[src/rtl/dmux_pkg.sv]
// Shared types and sizing for the 8-way 16-bit demultiplexing collector.
package dmux_pkg;
  typedef enum logic {FILL, HOLD} collector_state_t;
  localparam int LANES   = 8;
  localparam int INDEX_W = 3;
endpackage

[src/rtl/register_16.sv]
// WIDTH-bit lane register with load enable and asynchronous active-low reset.
module register_16 #(
  parameter int WIDTH = 16
) (
  input  logic             clk,
  input  logic             rst_n,
  input  logic             en_i,
  input  logic [WIDTH-1:0] d_i,
  output logic [WIDTH-1:0] q_o
);
  logic [WIDTH-1:0] data_q;

  always_ff @(posedge clk or negedge rst_n) begin
    if (!rst_n) begin
      data_q <= '0;
    end else if (en_i) begin
      data_q <= d_i;
    end
  end

  assign q_o = data_q;
endmodule

[src/rtl/dmux_8_way_16_collector.sv]
// Collects eight serialized words into lanes a..h and releases them as one
// parallel frame over a valid/ready handshake.
module dmux_8_way_16_collector
  import dmux_pkg::*;
#(
  parameter int WIDTH = 16
) (
  input  logic               clk,
  input  logic               rst_n,
  input  logic               clear,
  input  logic [WIDTH-1:0]   in,
  input  logic               in_valid,
  output logic               in_ready,
  output logic [WIDTH-1:0]   a,
  output logic [WIDTH-1:0]   b,
  output logic [WIDTH-1:0]   c,
  output logic [WIDTH-1:0]   d,
  output logic [WIDTH-1:0]   e,
  output logic [WIDTH-1:0]   f,
  output logic [WIDTH-1:0]   g,
  output logic [WIDTH-1:0]   h,
  output logic [INDEX_W-1:0] index,
  output logic               out_valid,
  input  logic               out_ready,
  output logic               overrun
);
  collector_state_t   state_q, state_d;
  logic [INDEX_W-1:0] index_q, index_d;
  logic               overrun_q, overrun_d;
  logic               accept;
  logic [LANES-1:0]   lane_we;
  logic [WIDTH-1:0]   lane_q [LANES];

  // Inverse of the transmitter's 3-bit mux select.
  function automatic logic [LANES-1:0] decode_onehot(input logic [INDEX_W-1:0] sel);
    decode_onehot      = '0;
    decode_onehot[sel] = 1'b1;
  endfunction

  assign in_ready  = (state_q == FILL);
  assign out_valid = (state_q == HOLD);
  assign accept    = in_valid && in_ready && !clear;
  assign lane_we   = accept ? decode_onehot(index_q) : '0;

  always_comb begin
    state_d   = state_q;
    index_d   = index_q;
    overrun_d = overrun_q;
    if (clear) begin
      state_d   = FILL;
      index_d   = '0;
      overrun_d = 1'b0;
    end else begin
      if (in_valid && !in_ready) begin
        overrun_d = 1'b1;
      end
      unique case (state_q)
        FILL: begin
          if (in_valid) begin
            index_d = index_q + INDEX_W'(1);
            if (index_q == INDEX_W'(LANES - 1)) begin
              state_d = HOLD;
            end
          end
        end
        HOLD: begin
          if (out_ready) begin
            state_d = FILL;
          end
        end
        default: state_d = FILL;
      endcase
    end
  end

  always_ff @(posedge clk or negedge rst_n) begin
    if (!rst_n) begin
      state_q   <= FILL;
      index_q   <= '0;
      overrun_q <= 1'b0;
    end else begin
      state_q   <= state_d;
      index_q   <= index_d;
      overrun_q <= overrun_d;
    end
  end

  for (genvar k = 0; k < LANES; k++) begin : g_lane
    register_16 #(.WIDTH(WIDTH)) u_lane (
      .clk   (clk),
      .rst_n (rst_n),
      .en_i  (lane_we[k]),
      .d_i   (in),
      .q_o   (lane_q[k])
    );
  end

  assign a       = lane_q[0];
  assign b       = lane_q[1];
  assign c       = lane_q[2];
  assign d       = lane_q[3];
  assign e       = lane_q[4];
  assign f       = lane_q[5];
  assign g       = lane_q[6];
  assign h       = lane_q[7];
  assign index   = index_q;
  assign overrun = overrun_q;
endmodule

[config.mk]
export PLATFORM = sky130hd
export DESIGN_NAME = dmux_8_way_16_collector
export DESIGN_NICKNAME = d
export VERILOG_FILES = /design/src/rtl/dmux_pkg.sv /design/src/rtl/register_16.sv /design/src/rtl/dmux_8_way_16_collector.sv
export SDC_FILE = /design/constraint.sdc
export NUM_CORES = 1
export LEC_CHECK = 0
export ABC_AREA = 1
export BUFFER_PORTS_ARGS = -buffer_cell sky130_fd_sc_hd__buf_2
export CORE_MARGIN = 2
export CORE_UTILIZATION = 30
export DETAILED_ROUTE_END_ITERATION = 10
export GPL_TIMING_DRIVEN = 0
export PLACE_DENSITY = 0.6
export SLEW_MARGIN = 20
export SYNTH_ARGS = -nofsm -noshare
export SYNTH_HDL_FRONTEND = slang
export SYNTH_SLANG_ARGS = --single-unit
export TNS_END_PERCENT = 20
[constraint.sdc]
create_clock -name clk -period 2.5 [get_ports clk]
set_input_delay 0.375 -clock clk [delete_from_list [all_inputs] [get_ports clk]]
set_output_delay 0.375 -clock clk [all_outputs]
set_load 0.01 [all_outputs]
==> results.sh, run 1 <==
export IMPL_cts_tree="done"
export IMPL_worstSetupPathType="flip-flop to flip-flop"
export IMPL_cts_setup_buffers=0
export IMPL_synthArstFlopShare=1.00
export IMPL_slowest_stage="nor2_1"
export IMPL_synth_top_cell_area_share=0.624
export IMPL_skew_ns=0.0125
export IMPL_synth_area_leader_cell="dfrtp_1"
export IMPL_fill_cells=1807
export IMPL_h_tree_depth=4
export IMPL_leakage_nw=4.08
export IMPL_rsz0062_at_grt="no"
export IMPL_fin_crit_sh=0.729
export IMPL_max_slew_margin=0.474
export IMPL_crit_chain="inv_1 -> nand3_1 -> nor2_1 -> buf_2 -> nand2_1 -> nand2_1"
export IMPL_cts_max_path_buffers=2
export IMPL_place_area_um2=6340
export IMPL_tightest_slew_ns=0.789
export IMPL_placed_cells=971
export IMPL_clock_root_buffer="clkbuf_16"
export IMPL_total_power_mw=6.22
export IMPL_cp_arrival_ns=2.18
export IMPL_ys_ff_latch=133
export IMPL_num_io_pins=155
export IMPL_cp_required_ns=2.86
export IMPL_cts_sinks=133
export IMPL_initial_core_util=0.307
export IMPL_synth_compound_area_frac=0.00469
export IMPL_wirelength_um=17200
export IMPL_syn_to_final_growth_pct=30.1
export IMPL_seq_area_frac_synth=0.624
export IMPL_crit_fanout=10
export IMPL_synth_edf_count=0
export IMPL_hold_class="input port to flip-flop"
export IMPL_gr_total_overflow=0
export IMPL_synth_top_cells_by_area="dfrtp_1 (62%), nand2_1 (21%), nand3_1 (9.3%)"
export IMPL_yosysUniqueCellTypes=16
export IMPL_path_buf_inv=2
export IMPL_dp_slack_ns=0.588
export IMPL_fmax_mhz=549
export IMPL_first_pass_iters=4
export IMPL_n_antenna_cell=0
export IMPL_drv_cap=0
export IMPL_design_area_um2=6940
export IMPL_cpPeakStageDelay_ns=0.58
export IMPL_synthCells=607
export IMPL_synthXorXnorAreaFrac=0
export IMPL_syn_avg_cell_area_um2=8.79
export IMPL_rows=48
export IMPL_wl_per_cell_um=17.1
export IMPL_remaining_drc_errors=0
export IMPL_synth_common_cells="nand2_1 (305), dfrtp_1 (133), nand3_1 (99)"
export IMPL_layout_nets=789
export IMPL_drt_iter0_drc=280
export IMPL_coreArea_um2=17400
export IMPL_whs_ns=0.136
export IMPL_p_per_area_nw_per_um2=896
export IMPL_slew_viol_final=0
export IMPL_clk_latency_ns=0.42
export IMPL_antenna_found_initial=0
export IMPL_syn_area_um2=5340
export IMPL_min_period_ns=1.82
export IMPL_synth_mux_area_frac=0
export IMPL_vias=4597
export IMPL_clk_pin_slew_worst_paths_ns=0.06
export IMPL_yosys_most_used_dff="dfrtp_1"
export IMPL_numPortBuffers=138
export IMPL_ys_warn_count=0
export IMPL_fp_dieH_um=137
export IMPL_globalplace_congestion=0.750
export IMPL_endpoint_kind="flip-flop"
export IMPL_instances_no_fill=1004
export IMPL_cts_resized=0
export IMPL_ant_nets=0
export IMPL_cp_common_cell="nand2_1"
export IMPL_layout_drive_gt1_share=0.280
export IMPL_r2r_setup_slack_ns=0.68
export IMPL_die_x_um=137
export IMPL_yosysMostFrequentCell="nand2_1"
export IMPL_status="completed"
export IMPL_die_area_um2=18900
export IMPL_setup_violations=0
export IMPL_syn_nets=630
export IMPL_grt_pass1_vias=4388
export IMPL_synth_top_family_by_area="simple AND/OR/NAND/NOR gates"
export IMPL_irDropWorstVdd_mv=0.478
export IMPL_grt_max_degree=69
export IMPL_setup_ws_ns=0.678
export IMPL_synth_adder_area_share=0.00469
export IMPL_crit_path_start_kind="flip-flop"
export IMPL_grt_use_total=0.189
export IMPL_hpwl_um=11700
export IMPL_grt_pass1_wl_um=25900
export IMPL_avgViaCountPerCell=4.58
export IMPL_hold_viol=0
export IMPL_cp_top_family="simple AND/OR/NAND/NOR gates"
export IMPL_synth_simple_area_share=0.322
export IMPL_cts_buffers=17
## cells in the final DEF (no fill, tap or decap), drive strengths merged
cell,count
dlygate4sd3,1
inv,6
dfrtp,133
clkbuf,35
a21oi,1
buf,167
nand2,307
clkinvlp,5
ha,2
o21ai,4
clkinv,5
nor2,12
nand3,99
bufinv,2
## cell families after synthesis
| group | after synthesis |
|---|---|
| and+or+nand+nor | 418 |
| DFF | 133 |
| adders and majority gates | 2 |
| buffers and inverters | 49 |
| AOI/OAI and AO/OA | 5 |
## final timing paths
path                                                 startpoint                              endpoint  cells after the start
setup / recovery                           index[1]$_DFFE_PN0P_   g_lane[5].u_lane.q_o[5]$_DFFE_PN0P_                      6
hold / removal                                        out_ready                   out_valid$_DFF_PN0_                      2
setup reg to reg                           index[1]$_DFFE_PN0P_   g_lane[5].u_lane.q_o[5]$_DFFE_PN0P_                      6
hold reg to reg            g_lane[5].u_lane.q_o[14]$_DFFE_PN0P_  g_lane[5].u_lane.q_o[14]$_DFFE_PN0P_                      2
max in group asynchronous                                 rst_n   g_lane[4].u_lane.q_o[0]$_DFFE_PN0P_                      3
min in group asynchronous                                 rst_n   g_lane[5].u_lane.q_o[7]$_DFFE_PN0P_                      2
## stage by stage
stage | utilization | TNS (ns)
floorplan | - | 0
global placement | 0.363 | -114.26
detailed placement | 0.366 | 0
CTS | 0.400 | 0
global route | 0.400 | 0
finish | 0.400 | 0
## routing by layer
layer	global-route usage	routed length [um]	up-vias	share of wire
met1	0.270	8110	2230	0.47
met3	0.0493	1020	10	0.059
met4	0.0464	127	0	0.0074
met2	0.286	7920	130	0.46
met5	0	0	-	0
li1	-	-	2227	-
## registers in the layout (all words and copies together) (netlist names)
register,count
index,3
g_lane.u_lane.q_o,128
out_valid,1
overrun,1
## final cells by class
| cell class | instances | area (um2) | share of cell area |
|---|---|---|---|
| well taps | 225 | 282 | 0.0406 |
| clock buffers | 19 | 453 | 0.0653 |
| inverters | 5 | 18.8 | 0.00270 |
| repair buffers | 140 | 738 | 0.106 |
| multi-input cells | 425 | 1770 | 0.255 |
| flip-flops and latches | 133 | 3330 | 0.480 |
| plain buffers | 44 | 218 | 0.0314 |
| clock inverters | 13 | 131 | 0.0189 |
## power breakdown
group          internal [mW]  switching (mW)
clock network           1.51           0.956
logic                  0.395           0.673
registers               2.49           0.192
## what timing repair did
item,in CTS,in global routing
setup endpoints to repair,0,0
endpoints found under the hold margin,67,0
hold buffers,1,0
No activity file was read; power rests on OpenSTA's default activity.
==> run 2: changes to the inputs <==
--- a/config.mk
+++ b/config.mk
@@ -5,7 +5,7 @@
 export SDC_FILE = /design/constraint.sdc
 export NUM_CORES = 1
 export LEC_CHECK = 0
-export ABC_AREA = 1
+export ABC_AREA = 0
 export BUFFER_PORTS_ARGS = -buffer_cell sky130_fd_sc_hd__buf_2
 export CORE_MARGIN = 2
 export CORE_UTILIZATION = 30
==> constraint.sdc (replaced) <==
create_clock -name clk -period 1.75 [get_ports clk]
set_input_delay 0.2625 -clock clk [delete_from_list [all_inputs] [get_ports clk]]
set_output_delay 0.2625 -clock clk [all_outputs]
set_load 0.01 [all_outputs]
==> run 2 against run 1 <==
The flow now finishes with violations (setup timing); cell count fell by 28%; register-to-register slack got worse by 0.91 ns; core utilization grew 4.4 points; flip-flop and latch count is the same; synthesized area shrank 4.2%; clock skew fell by 0.0019 ns; worst setup slack got worse by 0.91 ns; clock power is 51% higher; largest power group unchanged; wire length shrank 22%.
==> results.sh, run 2 <==
export IMPL_status="finished, violations left"
export IMPL_violations="setup timing"
export IMPL_clk_latency_ns=0.42
export IMPL_gr_total_overflow=0
export IMPL_synth_simple_area_share=0.0225
export IMPL_seq_area_frac_synth=0.651
export IMPL_h_tree_depth=4
export IMPL_multi_input_area_um2=2000
export IMPL_worstSetupPathType="flip-flop to flip-flop"
export IMPL_largest_reg_flops=128
export IMPL_instances_no_fill=720
export IMPL_initial_core_util=0.307
export IMPL_r2r_end="g_lane[1].u_lane.q_o[14]$_DFFE_PN0P_"
export IMPL_startpoint="out_valid$_DFF_PN0_"
export IMPL_leakage_nw=3.88
export IMPL_numPortBuffers=154
export IMPL_yosys_most_used_dff="dfrtp_1"
export IMPL_grt_max_degree=82
export IMPL_syn_nets=324
export IMPL_p_per_area_nw_per_um2=1260
export IMPL_setup_ws_ns=-0.234
export IMPL_cts_sinks=133
export IMPL_layout_commonest_cell="buf_2"
export IMPL_n_antenna_cell=0
export IMPL_synth_area_leader_cell="dfrtp_1"
export IMPL_globalplace_congestion=0.793
export IMPL_ys_warn_count=0
export IMPL_setup_violations=85
export IMPL_tightest_slew_ns=0.480
export IMPL_fmax_mhz=504
export IMPL_ant_nets=0
export IMPL_path_buf_inv=1
export IMPL_syn_area_um2=5110
export IMPL_synth_mux_area_frac=0.300
export IMPL_crit_fanout=10
export IMPL_slew_viol_final=0
export IMPL_min_period_ns=1.98
export IMPL_grt_pass1_vias=3441
export IMPL_hpwl_um=8600
export IMPL_avgViaCountPerCell=4.50
export IMPL_grt_pass1_wl_um=20600
export IMPL_fill_cells=1527
export IMPL_rows=47
export IMPL_cts_max_path_buffers=2
export IMPL_r2r_start="out_valid$_DFF_PN0_"
export IMPL_synth_edf_count=0
export IMPL_remaining_drc_errors=0
export IMPL_die_area_um2=18100
export IMPL_antenna_found_initial=0
export IMPL_synthArstFlopShare=1.00
export IMPL_whs_ns=0.0876
export IMPL_clk_pin_slew_worst_paths_ns=0.06
export IMPL_max_slew_margin=0.679
export IMPL_vias=3240
export IMPL_cts_buffers=17
export IMPL_fin_crit_sh=1.13
export IMPL_cp_required_ns=2.04
export IMPL_crit_chain="or3b_4 -> or4b_4 -> buf_12 -> mux2_4"
export IMPL_layout_nets=510
export IMPL_clock_root_buffer="clkbuf_16"
export IMPL_rsz0062_at_grt="yes"
export IMPL_synth_compound_area_frac=0.00269
export IMPL_cts_tree="done"
export IMPL_endpoint_kind="flip-flop"
export IMPL_crit_path_start_kind="flip-flop"
export IMPL_first_pass_iters=4
export IMPL_fp_dieH_um=135
export IMPL_slowest_stage="or4b_4"
export IMPL_grt_use_total=0.154
export IMPL_cp_arrival_ns=2.28
export IMPL_r2r_setup_slack_ns=-0.23
export IMPL_endpoint="g_lane[1].u_lane.q_o[14]$_DFFE_PN0P_"
export IMPL_r2r_cells=4
export IMPL_placed_cells=676
export IMPL_irDropWorstVdd_mv=0.679
export IMPL_dp_slack_ns=-0.746
export IMPL_mostFrequentLayoutCells="buf_2 (153), dfrtp_1 (131), mux2_4 (85), mux2_2 (36), clkbuf_16 (17)"
export IMPL_synth_adder_area_share=0.00489
export IMPL_synth_top_cells_by_area="dfrtp_1 (65%), mux2_2 (22%), mux2_4 (5.9%)"
export IMPL_drt_iter0_drc=93
export IMPL_num_io_pins=155
export IMPL_path_depth=4
export IMPL_synth_top_cell_area_share=0.651
export IMPL_syn_avg_cell_area_um2=17.0
export IMPL_yosysMostFrequentCell="dfrtp_1"
export IMPL_synthXorXnorAreaFrac=0.00171
export IMPL_hold_viol=0
export IMPL_coreArea_um2=16600
export IMPL_seqCellArea_um2=3330
export IMPL_synth_common_cells="dfrtp_1 (133), mux2_2 (98), mux2_4 (20)"
export IMPL_hold_class="input port to flip-flop"
export IMPL_ys_ff_latch=133
export IMPL_cpPeakStageDelay_ns=0.55
export IMPL_drv_cap=0
export IMPL_yosysUniqueCellTypes=24
export IMPL_cp_top_family="simple AND/OR/NAND/NOR gates"
export IMPL_die_x_um=135
export IMPL_synth_top_family_by_area="multiplexers"
export IMPL_total_power_mw=9.31
export IMPL_synthCells=301
export IMPL_syn_to_final_growth_pct=44.3
export IMPL_wirelength_um=13500
export IMPL_skew_ns=0.0106
export IMPL_wl_per_cell_um=18.7
export IMPL_layout_drive_gt1_share=0.688
run 2: cell count changes in the layout (fill, tap and decap cells not counted), moves of 6 or more:
cell	previous run	this run
buf_2	162	153
nand3_1	99	1
mux2_1	0	7
buf_12	0	8
mux2_4	0	85
clkbuf_1	8	0
nor2_2	6	0
clkbuf_2	8	0
buf_6	0	7
nand2_1	305	1
mux2_2	0	36
run 2: timing repair:
action                     4_1_cts  5_1_grt
hold buffers                     1        0
setup endpoints to repair      128      103
gates cloned                     1        0
gates resized for setup         76       37
pin swaps                        8        3
setup buffers                   12        3
hold endpoints to repair        52        0
run 2: final cells by class:
cell class                      instances  area share
Tap cell                              220      0.0373
Sequential cell                       133       0.451
Multi-Input combinational cell        154       0.271
Inverter                                1    0.000509
Buffer                                  8      0.0210
Clock buffer                           20      0.0633
Timing Repair Buffer                  172       0.135
Clock inverter                         12      0.0207
run 2: per-layer routing:
layer,wire [um],track usage,part of all wire
met5,0,0,0
met3,976,0.0631,0.072
met4,158,0.0491,0.012
met2,6360,0.244,0.47
met1,5990,0.192,0.44
run 2: kinds of logic (layout without fill, tap and decap cells):
group           after synthesis  count (layout)
fa+ha+maj                     2               2
compound gates                2               2
xor+xnor                      1               1
simple gates                 19              19
mux                         130             130
flops                       133             133
buf+inv                      14             213
run 2: metrics by stage:
| step | area (um2) | TNS (ns) | utilization |
|---|---|---|---|
| after global placement | 6170 | -228.03 | 0.371 |
| after detailed placement | 6210 | -61.98 | 0.373 |
| after global routing | 7380 | -16.70 | 0.443 |
| after CTS | 7230 | -9.84 | 0.434 |
| after floorplan | 5130 | -23.35 | - |
| final | 7380 | -10.65 | 0.443 |
run 2: worst min-delay path by stage:
stage	startpoint	slack, ns	to	cells after the start
6_report	clear	0.09	index[0]$_DFFE_PN0P_	2
5_1_grt	clear	0.09	index[0]$_DFFE_PN0P_	2
4_1_cts	clear	0.06	index[0]$_DFFE_PN0P_	2
3_5_place_dp	rst_n	0.20	g_lane[7].u_lane.q_o[8]$_DFFE_PN0P_	1
3_3_place_gp	g_lane[1].u_lane.q_o[2]$_DFFE_PN0P_	0.47	g_lane[1].u_lane.q_o[2]$_DFFE_PN0P_	1
2_1_floorplan	rst_n	-0.03	g_lane[0].u_lane.q_o[0]$_DFFE_PN0P_	0
run 2: power breakdown:
| part | total (mW) | switching (mW) | internal (mW) | leakage [nW] |
|---|---|---|---|---|
| clock network | 3.72 | 1.36 | 2.35 | 0.306 |
| logic | 1.74 | 0.799 | 0.939 | 1.82 |
| registers | 3.85 | 0.270 | 3.58 | 1.75 |
==> run 3: changes to the inputs <==
--- a/config.mk
+++ b/config.mk
@@ -12,6 +12,7 @@
 export DETAILED_ROUTE_END_ITERATION = 10
 export GPL_TIMING_DRIVEN = 0
 export PLACE_DENSITY = 0.6
+export SETUP_SLACK_MARGIN = 0.4
 export SLEW_MARGIN = 20
 export SYNTH_ARGS = -nofsm -noshare
 export SYNTH_HDL_FRONTEND = slang
==> run 3 against run 2 <==
Cell count increased by 1.5%; final area rose by 4.9%; highest routed layer unchanged; wire length grew 7.2%; clock power about the same; critical path type unchanged; via count up 1.3%; the run still ends with setup timing left; clock skew rose by 0.00087 ns; sequential power about the same; worst hold slack worse by 0.0026 ns; core utilization rose by 2.2 points; non-clock buffer count up 11; critical endpoint is now g_lane[0].u_lane.q_o[8]$_DFFE_PN0P_.
==> results.sh, run 3 (same netlist as run 2, synthesis figures left out) <==
export IMPL_n_antenna_cell=0
export IMPL_initial_core_util=0.307
export IMPL_crit_path_start_kind="flip-flop"
export IMPL_crit_fanout=5
export IMPL_cts_max_path_buffers=2
export IMPL_grt_use_total=0.165
export IMPL_min_period_ns=2.12
export IMPL_internal_power_mw=7.03
export IMPL_fp_dieH_um=135
export IMPL_sw_frac_of_total=0.261
export IMPL_ant_nets=0
export IMPL_layout_commonest_cell="buf_2"
export IMPL_pwr_share_comb=0.202
export IMPL_clock_root_buffer="clkbuf_16"
export IMPL_hold_class="input port to flip-flop"
export IMPL_largest_reg_flops=128
export IMPL_num_io_pins=155
export IMPL_setup_violations=128
export IMPL_avgViaCountPerCell=4.49
export IMPL_grt_pass1_wl_um=22000
export IMPL_layout_drive_gt1_share=0.708
export IMPL_fmax_mhz=472
export IMPL_cts_tree="done"
export IMPL_skew_ns=0.0114
export IMPL_wirelength_um=14400
export IMPL_h_tree_depth=4
export IMPL_fin_crit_sh=1.21
export IMPL_syn_to_final_growth_pct=51.3
export IMPL_endpoint_kind="flip-flop"
export IMPL_p_per_area_nw_per_um2=1230
export IMPL_cpPeakStageDelay_ns=0.49
export IMPL_power_share_clock=0.391
export IMPL_wl_per_cell_um=19.8
export IMPL_status="finished, violations left"
export IMPL_setup_ws_ns=-0.368
export IMPL_cp_arrival_ns=2.43
export IMPL_coreArea_um2=16600
export IMPL_layout_nets=521
export IMPL_drt_iter0_drc=79
export IMPL_worstSetupPathType="flip-flop to flip-flop"
export IMPL_p_seq_frac=0.407
export IMPL_drv_cap=0
export IMPL_slew_viol_final=0
export IMPL_die_x_um=135
export IMPL_cp_common_cell="buf_8"
export IMPL_mostFrequentLayoutCells="buf_2 (150), dfrtp_1 (132), mux2_4 (107), mux2_2 (20), clkbuf_16 (19)"
export IMPL_gr_total_overflow=0
export IMPL_leakage_nw=4.07
export IMPL_remaining_drc_errors=0
export IMPL_cts_sinks=133
export IMPL_max_slew_margin=0.682
export IMPL_cp_required_ns=2.06
export IMPL_numPortBuffers=154
export IMPL_irDropWorstVdd_mv=0.681
export IMPL_grt_pass1_vias=3560
export IMPL_slowest_stage="or4b_4"
export IMPL_violations="setup timing"
export IMPL_clk_latency_ns=0.42
export IMPL_rows=47
export IMPL_grt_max_degree=82
export IMPL_hold_viol=0
export IMPL_first_pass_iters=6
export IMPL_total_power_mw=9.50
export IMPL_globalplace_congestion=0.793
export IMPL_crit_chain="or3_4 -> buf_8 -> or4b_4 -> buf_8 -> clkbuf_16 -> mux2_4"
export IMPL_rsz0062_at_grt="yes"
export IMPL_r2r_cells=6
export IMPL_vias=3281
export IMPL_hpwl_um=8600
export IMPL_dp_slack_ns=-0.746
export IMPL_tightest_slew_ns=0.476
export IMPL_die_area_um2=18100
export IMPL_netSwitchingPower_mw=2.48
export IMPL_r2r_setup_slack_ns=-0.37
export IMPL_cts_buffers=17
export IMPL_antenna_found_initial=0
export IMPL_clk_pin_slew_worst_paths_ns=0.06
export IMPL_hold_depth=2
==> run 3: changes by cell type in the layout (fill, tap and decap cells not counted), sizes merged <==
cell    previous run  this run
buf              179       187
clkbuf            20        23
==> run 3: power groups by stage <==
stage	logic (mW)	registers, mW	clock network (mW)
floorplan	0.572	4.13	0
global placement	1.59	3.87	0
detailed placement	1.62	3.89	0
CTS	1.88	3.86	3.80
global route	2.06	3.92	3.95
finish	1.92	3.86	3.72
==> run 3: layer usage <==
metal / GRT usage / wire length, um / vias up
li1: - / - / 1477
met1: 0.216 / 6490 / 1684
met2: 0.253 / 6830 / 106
met3: 0.0623 / 972 / 14
met4: 0.0526 / 155 / 0
met5: 0 / 0 / -
==> run 3: through the flow <==
step           instance area [um2]  hold WS [ns]   util  setup TNS [ns]  instances
6_report                      7740        0.0850  0.465          -33.64        731
3_3_place_gp                  6170         0.471  0.371         -228.03        675
4_1_cts                       7620        0.0520  0.458          -21.93        727
2_1_floorplan                 5130       -0.0331      -          -23.35        301
5_1_grt                       7740        0.0833  0.465          -40.28        731
3_5_place_dp                  6210         0.205  0.373          -61.98        676
==> run 3: final cells by class <==
| class | instances | area, um2 |
|---|---|---|
| clock buffers | 20 | 467 |
| fillers | 1489 | 8900 |
| clock inverters | 12 | 153 |
| well taps | 220 | 275 |
| inverters | 1 | 3.75 |
| flip-flops and latches | 133 | 3330 |
| multi-input cells | 154 | 2080 |
| repair buffers | 178 | 1200 |
| plain buffers | 13 | 225 |
==> run 3: repair_timing <==
action,4_1_cts,5_1_grt
setup endpoints to repair,128,133
hold buffers,1,0
gates resized for setup,137,15
hold endpoints to repair,52,0
cloned,3,2
setup buffers,15,2
pin swaps,6,1
==> run 3: worst max-delay path, delay by kind of cell (launching register included) <==
kind,cells,cell delay [ns]
and+or+nand+nor,2,0.87
muxes,1,0.29
DFF,1,0.39
buffers and inverters,3,0.45
==> run 3: final timing paths <==
check,startpoint,endpoint
setup / recovery,index[0]$_DFFE_PN0P_,g_lane[0].u_lane.q_o[8]$_DFFE_PN0P_
hold / removal,clear,index[0]$_DFFE_PN0P_
setup reg to reg,index[0]$_DFFE_PN0P_,g_lane[0].u_lane.q_o[8]$_DFFE_PN0P_
hold reg to reg,overrun$_DFFE_PN0P_,overrun$_DFFE_PN0P_
max in group asynchronous,rst_n,g_lane[5].u_lane.q_o[14]$_DFFE_PN0P_
min in group asynchronous,rst_n,g_lane[3].u_lane.q_o[8]$_DFFE_PN0P_
